### config.mk
export PLATFORM = sky130hd
export DESIGN_NAME = restoring_divider_flat
export DESIGN_NICKNAME = d
export VERILOG_FILES = /design/src/rtl/restoring_divider_if.sv /design/src/rtl/restoring_divider.sv /design/src/flat_wrapper.sv
export SDC_FILE = /design/constraint.sdc
export NUM_CORES = 1
export LEC_CHECK = 0
export BUFFER_PORTS_ARGS = -buffer_cell sky130_fd_sc_hd__buf_2
export CAP_MARGIN = 10
export CORE_MARGIN = 4
export CORE_UTILIZATION = 46
export DETAILED_ROUTE_END_ITERATION = 10
export PLACE_DENSITY = 0.69
export RECOVER_POWER = 25
export SYNTH_ARGS = -nofsm -noshare
export SYNTH_HDL_FRONTEND = slang
export SYNTH_SLANG_ARGS = --single-unit
export TNS_END_PERCENT = 30
### constraint.sdc
create_clock -name Clk -period 2.7 [get_ports Clk]
set_clock_uncertainty 0.1 [all_clocks]
set_input_delay 0 -clock Clk [delete_from_list [all_inputs] [get_ports Clk]]
set_output_delay 0 -clock Clk [all_outputs]
set_load 0.02 [all_outputs]
### src/rtl/restoring_divider_if.sv
// Handshake and result bundle shared between the divider and whatever drives it.
// The master drives the operands and Run; the slave (the divider) returns results and status.
interface restoring_divider_if #(
  parameter int WIDTH = 8
);
  logic             Run;
  logic [WIDTH-1:0] Dividend;
  logic [WIDTH-1:0] Divisor;
  logic [WIDTH-1:0] Quotient;
  logic [WIDTH-1:0] Remainder;
  logic             Busy;
  logic             Done;
  logic             DivByZero;

  modport master (
    output Run, Dividend, Divisor,
    input  Quotient, Remainder, Busy, Done, DivByZero
  );

  modport slave (
    input  Run, Dividend, Divisor,
    output Quotient, Remainder, Busy, Done, DivByZero
  );
endinterface

### src/rtl/restoring_divider.sv
// Sequential unsigned restoring divider: one quotient bit per clock via a WIDTH+1-bit
// trial subtraction. Results are registered and held until the next completion or reset.
module restoring_divider #(
  parameter int WIDTH = 8
) (
  input  logic                Clk,
  input  logic                Reset,
  restoring_divider_if.slave  bus
);

  localparam int CW = $clog2(WIDTH) + 1;

  typedef enum logic [1:0] {
    IDLE = 2'd0,
    CALC = 2'd1,
    DONE = 2'd2
  } state_t;

  state_t           state, state_nxt;
  logic [WIDTH:0]   r;
  logic [WIDTH-1:0] q;
  logic [WIDTH-1:0] d;
  logic [CW-1:0]    cnt;

  logic [WIDTH:0]   s, t, r_nxt;
  logic [WIDTH-1:0] q_nxt;
  logic             last;
  logic             start;

  // The top bit of the difference is the borrow: set means the divisor did not fit.
  function automatic logic [WIDTH:0] trial_sub(input logic [WIDTH:0] a,
                                               input logic [WIDTH-1:0] b);
    return a - {1'b0, b};
  endfunction

  always_comb begin
    s     = (r << 1) | {{WIDTH{1'b0}}, q[WIDTH-1]};
    t     = trial_sub(s, d);
    r_nxt = t[WIDTH] ? s : t;
    q_nxt = {q[WIDTH-2:0], ~t[WIDTH]};
    last  = (cnt == CW'(WIDTH - 1));
    start = (state == IDLE) && bus.Run;
  end

  always_ff @(posedge Clk or posedge Reset) begin
    if (Reset) state <= IDLE;
    else       state <= state_nxt;
  end

  always_comb begin
    state_nxt = IDLE;
    case (state)
      IDLE: begin
        if (!bus.Run)                 state_nxt = IDLE;
        else if (bus.Divisor == '0)   state_nxt = DONE;
        else                          state_nxt = CALC;
      end
      CALC:    state_nxt = last ? DONE : CALC;
      DONE:    state_nxt = bus.Run ? DONE : IDLE;
      default: state_nxt = IDLE;
    endcase
  end

  always_comb begin
    bus.Busy = 1'b0;
    bus.Done = 1'b0;
    case (state)
      CALC:    bus.Busy = 1'b1;
      DONE:    bus.Done = 1'b1;
      default: ;
    endcase
  end

  // Datapath: capture on start, iterate in CALC, publish results only on completion.
  always_ff @(posedge Clk or posedge Reset) begin
    if (Reset) begin
      r             <= '0;
      q             <= '0;
      d             <= '0;
      cnt           <= '0;
      bus.Quotient  <= '0;
      bus.Remainder <= '0;
      bus.DivByZero <= 1'b0;
    end else if (start) begin
      r   <= '0;
      q   <= bus.Dividend;
      d   <= bus.Divisor;
      cnt <= '0;
      if (bus.Divisor == '0) begin
        bus.Quotient  <= '1;
        bus.Remainder <= bus.Dividend;
        bus.DivByZero <= 1'b1;
      end
    end else if (state == CALC) begin
      r   <= r_nxt;
      q   <= q_nxt;
      cnt <= cnt + CW'(1);
      if (last) begin
        bus.Quotient  <= q_nxt;
        bus.Remainder <= r_nxt[WIDTH-1:0];
        bus.DivByZero <= 1'b0;
      end
    end
  end

endmodule

### src/flat_wrapper.sv
// flat-port wrapper written by rule: the top's interface ports become plain ports
module restoring_divider_flat 
#(
  parameter int WIDTH = 8
)
  (Clk, Reset, bus_Run, bus_Dividend, bus_Divisor, bus_Quotient, bus_Remainder, bus_Busy, bus_Done, bus_DivByZero);
  restoring_divider_if #(.WIDTH(WIDTH)) bus_i ();
  input  logic Clk;
  input  logic Reset;
  input wire logic [$bits(bus_i.Run)-1:0] bus_Run;
  input wire logic [$bits(bus_i.Dividend)-1:0] bus_Dividend;
  input wire logic [$bits(bus_i.Divisor)-1:0] bus_Divisor;
  output wire logic [$bits(bus_i.Quotient)-1:0] bus_Quotient;
  output wire logic [$bits(bus_i.Remainder)-1:0] bus_Remainder;
  output wire logic [$bits(bus_i.Busy)-1:0] bus_Busy;
  output wire logic [$bits(bus_i.Done)-1:0] bus_Done;
  output wire logic [$bits(bus_i.DivByZero)-1:0] bus_DivByZero;
  assign bus_i.Run = bus_Run;
  assign bus_i.Dividend = bus_Dividend;
  assign bus_i.Divisor = bus_Divisor;
  assign bus_Quotient = bus_i.Quotient;
  assign bus_Remainder = bus_i.Remainder;
  assign bus_Busy = bus_i.Busy;
  assign bus_Done = bus_i.Done;
  assign bus_DivByZero = bus_i.DivByZero;
  restoring_divider #(.WIDTH(WIDTH)) u_core (.Clk(Clk), .Reset(Reset), .bus(bus_i));
endmodule
==> summary.md, run 1 <==
| Metric | Value |
|---|---|
| Util after Layout | `59.80%` |
| Seq pwr share | `29.8%` |
| Clock Tree Buf Depth | `2` |
| Total gr overflow | `0` |
| Core box area | `5107 sq um` |
| Worst Slack Setup Final | `0.04150 ns` |
| Placed insts | `363` |
| Crit path DAT | `2.79 ns` |
| Cell accounting for the most synthesized area | `dfrtp_1` |
| Die Footprint | `6518 sq um` |
| Max-slew headroom | `-19.46%` |
| Setup crit end kind | `flop` |
| Final Hold Viols | `0` |
| Fmax | `0.3762 GHz` |
| Post-Synthesis Cells | `259` |
| Share of cells above drive strength 1 | `15.53%` |
| Number of enable flip-flop cells after synthesis | `0` |
| CTS clk-pin slew, worst paths | `0.10 ns` |
| Leakage dissipation | `1.367 nW` |
| Slowest stage delay, CP | `0.55 ns` |
| Starting Density | `47.65%` |
| Final setup fails | `0` |
| Minimum clock period | `2.659 ns` |
| Site Rows | `26` |
| GRT Total Usage | `19.50%` |
| Drt pass-1 iters | `4` |
| Via count | `2141` |
| Syn_nets | `288` |
| First DRT Iteration DRCs | `135` |
| Fillers | `456` |
| Vias in the first global route | `2040` |
| Switch Pwr | `1.826 mW` |
| DRC viols | `0` |
| Die height | `80.74 microns` |
| Startpoint types | `flop` |
| Failing checks | `max-capacitance violations, max-slew violations` |
| Wire length per cell | `15.47 microns` |
| Worst-Margin Slew | `1.790 ns` |
| CP most frequent cell | `inv_1` |
| Worst R2R Path Depth | `11` |
| Yosys top cell area share | `48.33%` |
| CP required | `2.83 ns` |
| H-tree levels | `2` |
| Clk pwr share | `14.5%` |
| I/O pin count | `38` |
| Hold Startpoint | `bus_Run` |
| Worst Path Class, Setup | `reg -> reg` |
| Hold crit path type | `in -> reg` |
| Fin crit share | `98.46%` |
| Worst skew pair latency | `0.31 ns` |
| Synthesized area | `2434 sq um` |
| CTS Buf Count | `5` |
| Register area share after synthesis | `48.33%` |
| Vias per cell | `5.462` |
| Warnings from Yosys | `0` |
| CP cell instances | `inv_1 -> ha_1 -> inv_1 -> fa_2 -> a211oi_4 -> nor3_2 -> mux2i_1 -> a2111oi_4 -> buf_4 -> or4b_4 -> o21ai_2` |
| Fin nets | `350` |
| Avg Inst Size Synth | `9.396 sq um` |
| WL final | `6064 microns` |
| CTS tree | `built` |
| Internal power | `2.476 mW` |
| Fin. max-slew vios | `48` |
| DRT antenna net count | `0` |
| Setup WS pre-CTS | `-0.01160 ns` |
| Die W | `80.74 microns` |
| Diodes inserted | `0` |
| Clock sink count | `47` |
| CP max FO | `5` |
| Final HPWL from detailed placement | `4091 microns` |
| R2r startpoint | `u_core.q[7]` |
| Worst Hold Depth | `5` |
| Root Buffer | `clkbuf_8` |
| Worst path slowest cell | `or4b_4` |
| Crit path from | `u_core.q[7]` |
| Most common cell after layout, fill and taps aside | `nand2_1` |
| Post-Layout Cell Count | `392` |
| Max_cap viols | `1` |
| Initial antenna violation count | `0` |
| Library cells used by synthesis | `40` |
| PwrDens | `1409 nW/um^2` |
| Maximum vdd ir drop | `0.5566 mV` |
| Status | `complete, but fails checks` |
| Share of flip-flops with an asynchronous set or reset | `100.0%` |
| Number of synthesized register bits | `47` |
| Power share of the combinational group | `55.8%` |
| Commonest non-fill, non-tap cells in the layout | `nand2_1, dfrtp_1, o21ai_0, buf_2, clkbuf_1` |
| Port Buf Inserts | `37` |
| Net switching fraction of the power | `42.45%` |
| Area grow syn2layout | `25.50%` |
| Post-synth top flop | `dfrtp_1` |
| RSZ-0062 raised after global routing | `true` |
| Main area contributors after synthesis | `dfrtp_1, nand2_1, o21ai_0, ha_1, a22oi_1` |
| RePlAce Congestion | `0.8495` |
| Global-route wire length before repair | `9798 microns` |
| Largest net degree at the start of global routing | `48` |
[logic make-up after synthesis]
| group | count (synthesis) | share of synthesized area (%) |
|---|---|---|
| and+or+nand+nor | 81 | 15.22 |
| AOI/OAI and AO/OA | 79 | 20.10 |
| DFF | 47 | 48.33 |
| buffers and inverters | 27 | 4.884 |
| muxes | 10 | 4.216 |
| adders and majority gates | 10 | 5.450 |
| xor gates and xnor gates | 5 | 1.800 |
[power groups by stage]
stage	Clock (mW)	Sequential [mW]	Combinational, mW
detailed placement	0	1.28	2.21
global placement	0	1.27	2.16
floorplan	0	1.36	1.57
global route	0.655	1.32	2.66
finish	0.622	1.28	2.40
CTS	0.632	1.27	2.28
[state kept, by name, indices dropped and copies added, names as in the netlist]
register              cells
u_core.r                  8
u_core.cnt                4
u_core.bus.Quotient       8
u_core.state              2
u_core.bus.DivByZero      1
u_core.bus.Remainder      8
u_core.d                  8
u_core.q                  8
[layer usage]
metal | up-vias | routed length (microns) | GRT usage (%)
met5 | - | 0 | 0
met4 | 0 | 144 | 7.770
met3 | 10 | 311 | 3.215
met2 | 56 | 2914 | 30.71
met1 | 1041 | 2694 | 26.90
li1 | 1034 | - | -
[synth_stat cells, types with 2 or more instances]
cell,count
a21oi_1,9
dfrtp_1,47
o21bai_1,3
inv_1,14
ha_1,9
xnor2_1,2
nor4_1,2
o21ai_0,28
nor2b_1,2
nand2_1,49
clkbuf_1,8
a21o_1,2
nor2_1,4
a22oi_1,14
nand2b_1,2
xor2_1,3
o21ai_1,17
nand3_1,11
mux2i_1,8
buf_4,2
nand4_1,2
buf_2,2
nor3_1,2
[what timing repair did]
item / in CTS / in global routing
setup buffers: 1 / 3
pin swaps: 1 / 3
hold endpoints to repair: 70 / 0
gates resized for setup: 2 / 4
setup endpoints to repair: 4 / 16
hold buffers: 17 / 0
cloned: 0 / 0
[path summary, 6_finish.rpt]
kind                       slack (ns)                 endpoint
hold reg to reg                  0.40     u_core.bus.DivByZero
setup / recovery                 0.04              u_core.r[7]
hold / removal                   0.15          u_core.state[1]
max in group asynchronous        0.76          u_core.state[0]
min in group asynchronous        0.70  u_core.bus.Remainder[0]
setup reg to reg                 0.04              u_core.r[7]
[per-stage QoR]
step | TNS (ns) | power [mW] | cell area (sq um) | hold slack, ns
global route | -0.1749 | 4.632 | 3054 | 0.2109
detailed placement | -0.02796 | 3.489 | 2715 | 0.1213
finish | 0 | 4.303 | 3054 | 0.1543
CTS | 0 | 4.180 | 3035 | 0.1633
global placement | 0 | 3.431 | 2715 | 0.1170
floorplan | 0 | 2.925 | 2434 | 0.005435
[cell type report]
type | instances | area [sq um] | area share, %
multi-input cells | 185 | 1160 | 37.98
clock inverters | 3 | 67.56 | 2.212
flip-flops and latches | 47 | 1176 | 38.51
clock buffers | 5 | 68.82 | 2.253
repair buffers | 68 | 441.7 | 14.46
well taps | 70 | 87.58 | 2.868
inverters | 14 | 52.55 | 1.721
[worst max-delay path, delay by kind of cell, from the launching register on]
family                     cells  cell delay (ns)
muxes                          1             0.25
DFF                            1             0.39
buffers and inverters          3             0.30
AOI/OAI and AO/OA              3             0.42
adders and majority gates      2             0.51
and+or+nand+nor                2             0.62
Note: power is estimated with default switching activity, not from simulation.
==> inputs of run 2 (changes only) <==
- ABC_AREA: default -> 1
- CORE_MARGIN: 4 -> default
- PLACE_DENSITY: 0.69 -> 0.68
==> summary.md, run 2 <==
| Metric | Value |
|---|---|
| CP cell instances | `inv_1 -> nand3_4 -> clkinvlp_2 -> nand2_8 -> nand2_4 -> or2_2 -> nand2_1 -> inv_1 (was inv_1 -> ha_1 -> inv_1 -> fa_2 -> a211oi_4 -> nor3_2 -> mux2i_1 -> a2111oi_4 -> buf_4 -> or4b_4 -> o21ai_2)` |
| RSZ-0062 raised after global routing | `false (was true)` |
| Largest net degree at the start of global routing | `48 (unchanged)` |
| Worst Hold Depth | `5 (unchanged)` |
| Vias in the first global route | `2272 (was 2040)` |
| Final setup fails | `0 (unchanged)` |
| Final HPWL from detailed placement | `4215 microns (was 4091 microns)` |
| Buf+Inv Stages, Crit Path | `3 (unchanged)` |
| Fillers | `547 (was 456)` |
| Number of synthesized register bits | `47 (unchanged)` |
| Fin. max-slew vios | `48 (unchanged)` |
| Post-Synthesis Cells | `336 (was 259)` |
| CP required | `2.80 ns (was 2.83 ns)` |
| Vias per cell | `5.009 (was 5.462)` |
| PwrDens | `1327 nW/um^2 (was 1409 nW/um^2)` |
| Placed cell areas | `3112 sq um (was 2715 sq um)` |
| Status | `complete, but fails checks (unchanged)` |
| CTS clk-pin slew, worst paths | `0.09 ns (was 0.10 ns)` |
| Core box area | `5991 sq um (was 5107 sq um)` |
| WL final | `6078 microns (was 6064 microns)` |
| Fin nets | `419 (was 350)` |
| Total gr overflow | `0 (unchanged)` |
| R2r startpoint | `u_core.state[1] (was u_core.q[7])` |
| Syn_nets | `365 (was 288)` |
| Via count | `2329 (was 2141)` |
| Leakage dissipation | `1.713 nW (was 1.367 nW)` |
| Die Footprint | `6610 sq um (was 6518 sq um)` |
| DRC viols | `0 (unchanged)` |
| Fmax | `0.4329 GHz (was 0.3762 GHz)` |
| CP max FO | `18 (was 5)` |
| Failing checks | `max-capacitance violations, max-slew violations (unchanged)` |
| Hold Startpoint | `bus_Dividend[1] (was bus_Run)` |
| CTS tree | `built (unchanged)` |
| Crit path DAT | `2.41 ns (was 2.79 ns)` |
| Cell accounting for the most synthesized area | `dfrtp_1 (unchanged)` |
| CTS Buf Count | `5 (unchanged)` |
| Drt pass-1 iters | `4 (unchanged)` |
| Global-route wire length before repair | `10330 microns (was 9798 microns)` |
| Most frequent cell after synthesis | `nand2_1 (unchanged)` |
| Final Hold Viols | `0 (unchanged)` |
| Util after Layout | `56.10% (was 59.80%)` |
| Worst skew pair latency | `0.30 ns (was 0.31 ns)` |
| Minimum clock period | `2.310 ns (was 2.659 ns)` |
| RePlAce Congestion | `0.8686 (was 0.8495)` |
| Post-synth top flop | `dfrtp_1 (unchanged)` |
| I/O pin count | `38 (unchanged)` |
| Register area share after synthesis | `40.66% (was 48.33%)` |
| Setup WS pre-CTS | `0.5635 ns (was -0.01160 ns)` |
| Power consumption | `4.459 mW (was 4.303 mW)` |
| Placed insts | `441 (was 363)` |
| Crit path from | `u_core.state[1] (was u_core.q[7])` |
| Startpoint types | `flop (unchanged)` |
| Root Buffer | `clkbuf_8 (unchanged)` |
| Warnings from Yosys | `0 (unchanged)` |
| Worst Slack Setup Final | `0.3900 ns (was 0.04150 ns)` |
| Area grow syn2layout | `16.18% (was 25.50%)` |
| GRT Total Usage | `20.55% (was 19.50%)` |
| First DRT Iteration DRCs | `71 (was 135)` |
| Worst R2R Path Depth | `8 (was 11)` |
| Worst path slowest cell | `clkinvlp_2 (was or4b_4)` |
| Die W | `81.30 microns (was 80.74 microns)` |
| Worst-Margin Slew | `1.795 ns (was 1.790 ns)` |
| Hold crit path type | `in -> reg (unchanged)` |
| Library cells used by synthesis | `39 (was 40)` |
| Max_cap viols | `1 (unchanged)` |
| CP most frequent cell | `inv_1 (unchanged)` |
| Synthesized area | `2893 sq um (was 2434 sq um)` |
| Fin Setup TNS | `0 ns (unchanged)` |
| Slowest stage delay, CP | `0.53 ns (was 0.55 ns)` |
| Final instance area | `3361 sq um (was 3054 sq um)` |
| Maximum vdd ir drop | `0.8786 mV (was 0.5566 mV)` |
| Share of cells above drive strength 1 | `20.77% (was 15.53%)` |
| Setup crit end kind | `flop (unchanged)` |
| Hold_ws | `0.04435 ns (was 0.1543 ns)` |
| DRT antenna net count | `0 (unchanged)` |
| Post-Layout Cell Count | `465 (was 392)` |
| # Post-CTS Setup Buffers | `0 (was 1)` |
| Clock sink count | `47 (unchanged)` |
| Number of enable flip-flop cells after synthesis | `0 (unchanged)` |
| Worst Path Class, Setup | `reg -> reg (unchanged)` |
| Levels on crit path | `8 (was 11)` |
| Wire length per cell | `13.07 microns (was 15.47 microns)` |
| Clock Tree Buf Depth | `2 (unchanged)` |
| Diodes inserted | `0 (unchanged)` |
| Site Rows | `28 (was 26)` |
| Max-slew headroom | `-19.78% (was -19.46%)` |
| Commonest non-fill, non-tap cells in the layout | `nand2_1, inv_1, dfrtp_1, nand3_2, clkbuf_1 (was nand2_1, dfrtp_1, o21ai_0, buf_2, clkbuf_1)` |
| H-tree levels | `2 (unchanged)` |
| Main area contributors after synthesis | `dfrtp_1, nand2_1, nand3_2, inv_1, ha_1 (was dfrtp_1, nand2_1, o21ai_0, ha_1, a22oi_1)` |
| Most common cell after layout, fill and taps aside | `nand2_1 (unchanged)` |
| Port Buf Inserts | `37 (unchanged)` |
| Avg Inst Size Synth | `8.609 sq um (was 9.396 sq um)` |
| Fin crit share | `85.56% (was 98.46%)` |
| Worst path top cell family by delay | `simple AND/OR/NAND/NOR gates (unchanged)` |
| Initial antenna violation count | `0 (unchanged)` |
| Most frequent cells after synthesis | `nand2_1, inv_1, dfrtp_1 (was nand2_1, dfrtp_1, o21ai_0)` |
| Share of flip-flops with an asynchronous set or reset | `100.0% (unchanged)` |
| Starting Density | `48.29% (was 47.65%)` |
| Die height | `81.30 microns (was 80.74 microns)` |
| Yosys top cell area share | `40.66% (was 48.33%)` |
run 2: logic make-up after synthesis:
logic type | after synthesis | share of synthesized area, %
and+or+nand+nor | 165 | 32.27
DFF | 47 | 40.66
buffers and inverters | 68 | 10.90
xor gates and xnor gates | 4 | 1.211
adders and majority gates | 10 | 4.585
AOI/OAI and AO/OA | 42 | 10.38
run 2: area by class of cell:
| type | count | area, sq um | share of cell area, % |
|---|---|---|---|
| Multi-Input combinational cell | 221 | 1401 | 41.70 |
| Sequential cell | 47 | 1176 | 35.00 |
| Timing Repair Buffer | 56 | 344.1 | 10.24 |
| Inverter | 59 | 239.0 | 7.111 |
| Tap cell | 75 | 93.84 | 2.792 |
| Clock buffer | 5 | 68.82 | 2.048 |
| Clock inverter | 2 | 37.54 | 1.117 |
run 2: routing by layer:
metal | vias up | GRT usage (%) | wire (microns)
met2 | 38 | 36.50 | 3059
met5 | - | 0 | 0
met3 | 7 | 3.034 | 183
li1 | 1182 | - | -
met1 | 1102 | 25.77 | 2737
met4 | 0 | 5.536 | 97
run 2: power breakdown:
group          leakage (nW)  internal [mW]  switching [mW]
combinational          1.09          0.988            1.72
sequential            0.576           1.04           0.199
clock                0.0502          0.271           0.243
total                  1.71           2.30            2.16
run 2: worst paths after layout:
| kind | slack (ns) | end |
|---|---|---|
| worst min register to register | 0.39 | u_core.d[4] |
| worst max register to register | 0.39 | u_core.bus.Remainder[1] |
| min in group asynchronous | 0.70 | u_core.bus.DivByZero |
| worst max-delay path | 0.39 | u_core.bus.Remainder[1] |
| max in group asynchronous | 0.75 | u_core.q[7] |
| worst min-delay path | 0.04 | u_core.q[1] |
run 2: tightest hold or removal path, delay by kind of cell:
family          cells  cell delay [ns]
simple gates        1             0.05
compound gates      2             0.21
buf+inv             2             0.15
run 2: timing repair:
item | in CTS | in global routing
hold endpoints to repair | 63 | 0
hold buffers | 17 | 0
gates resized for setup | 0 | 0
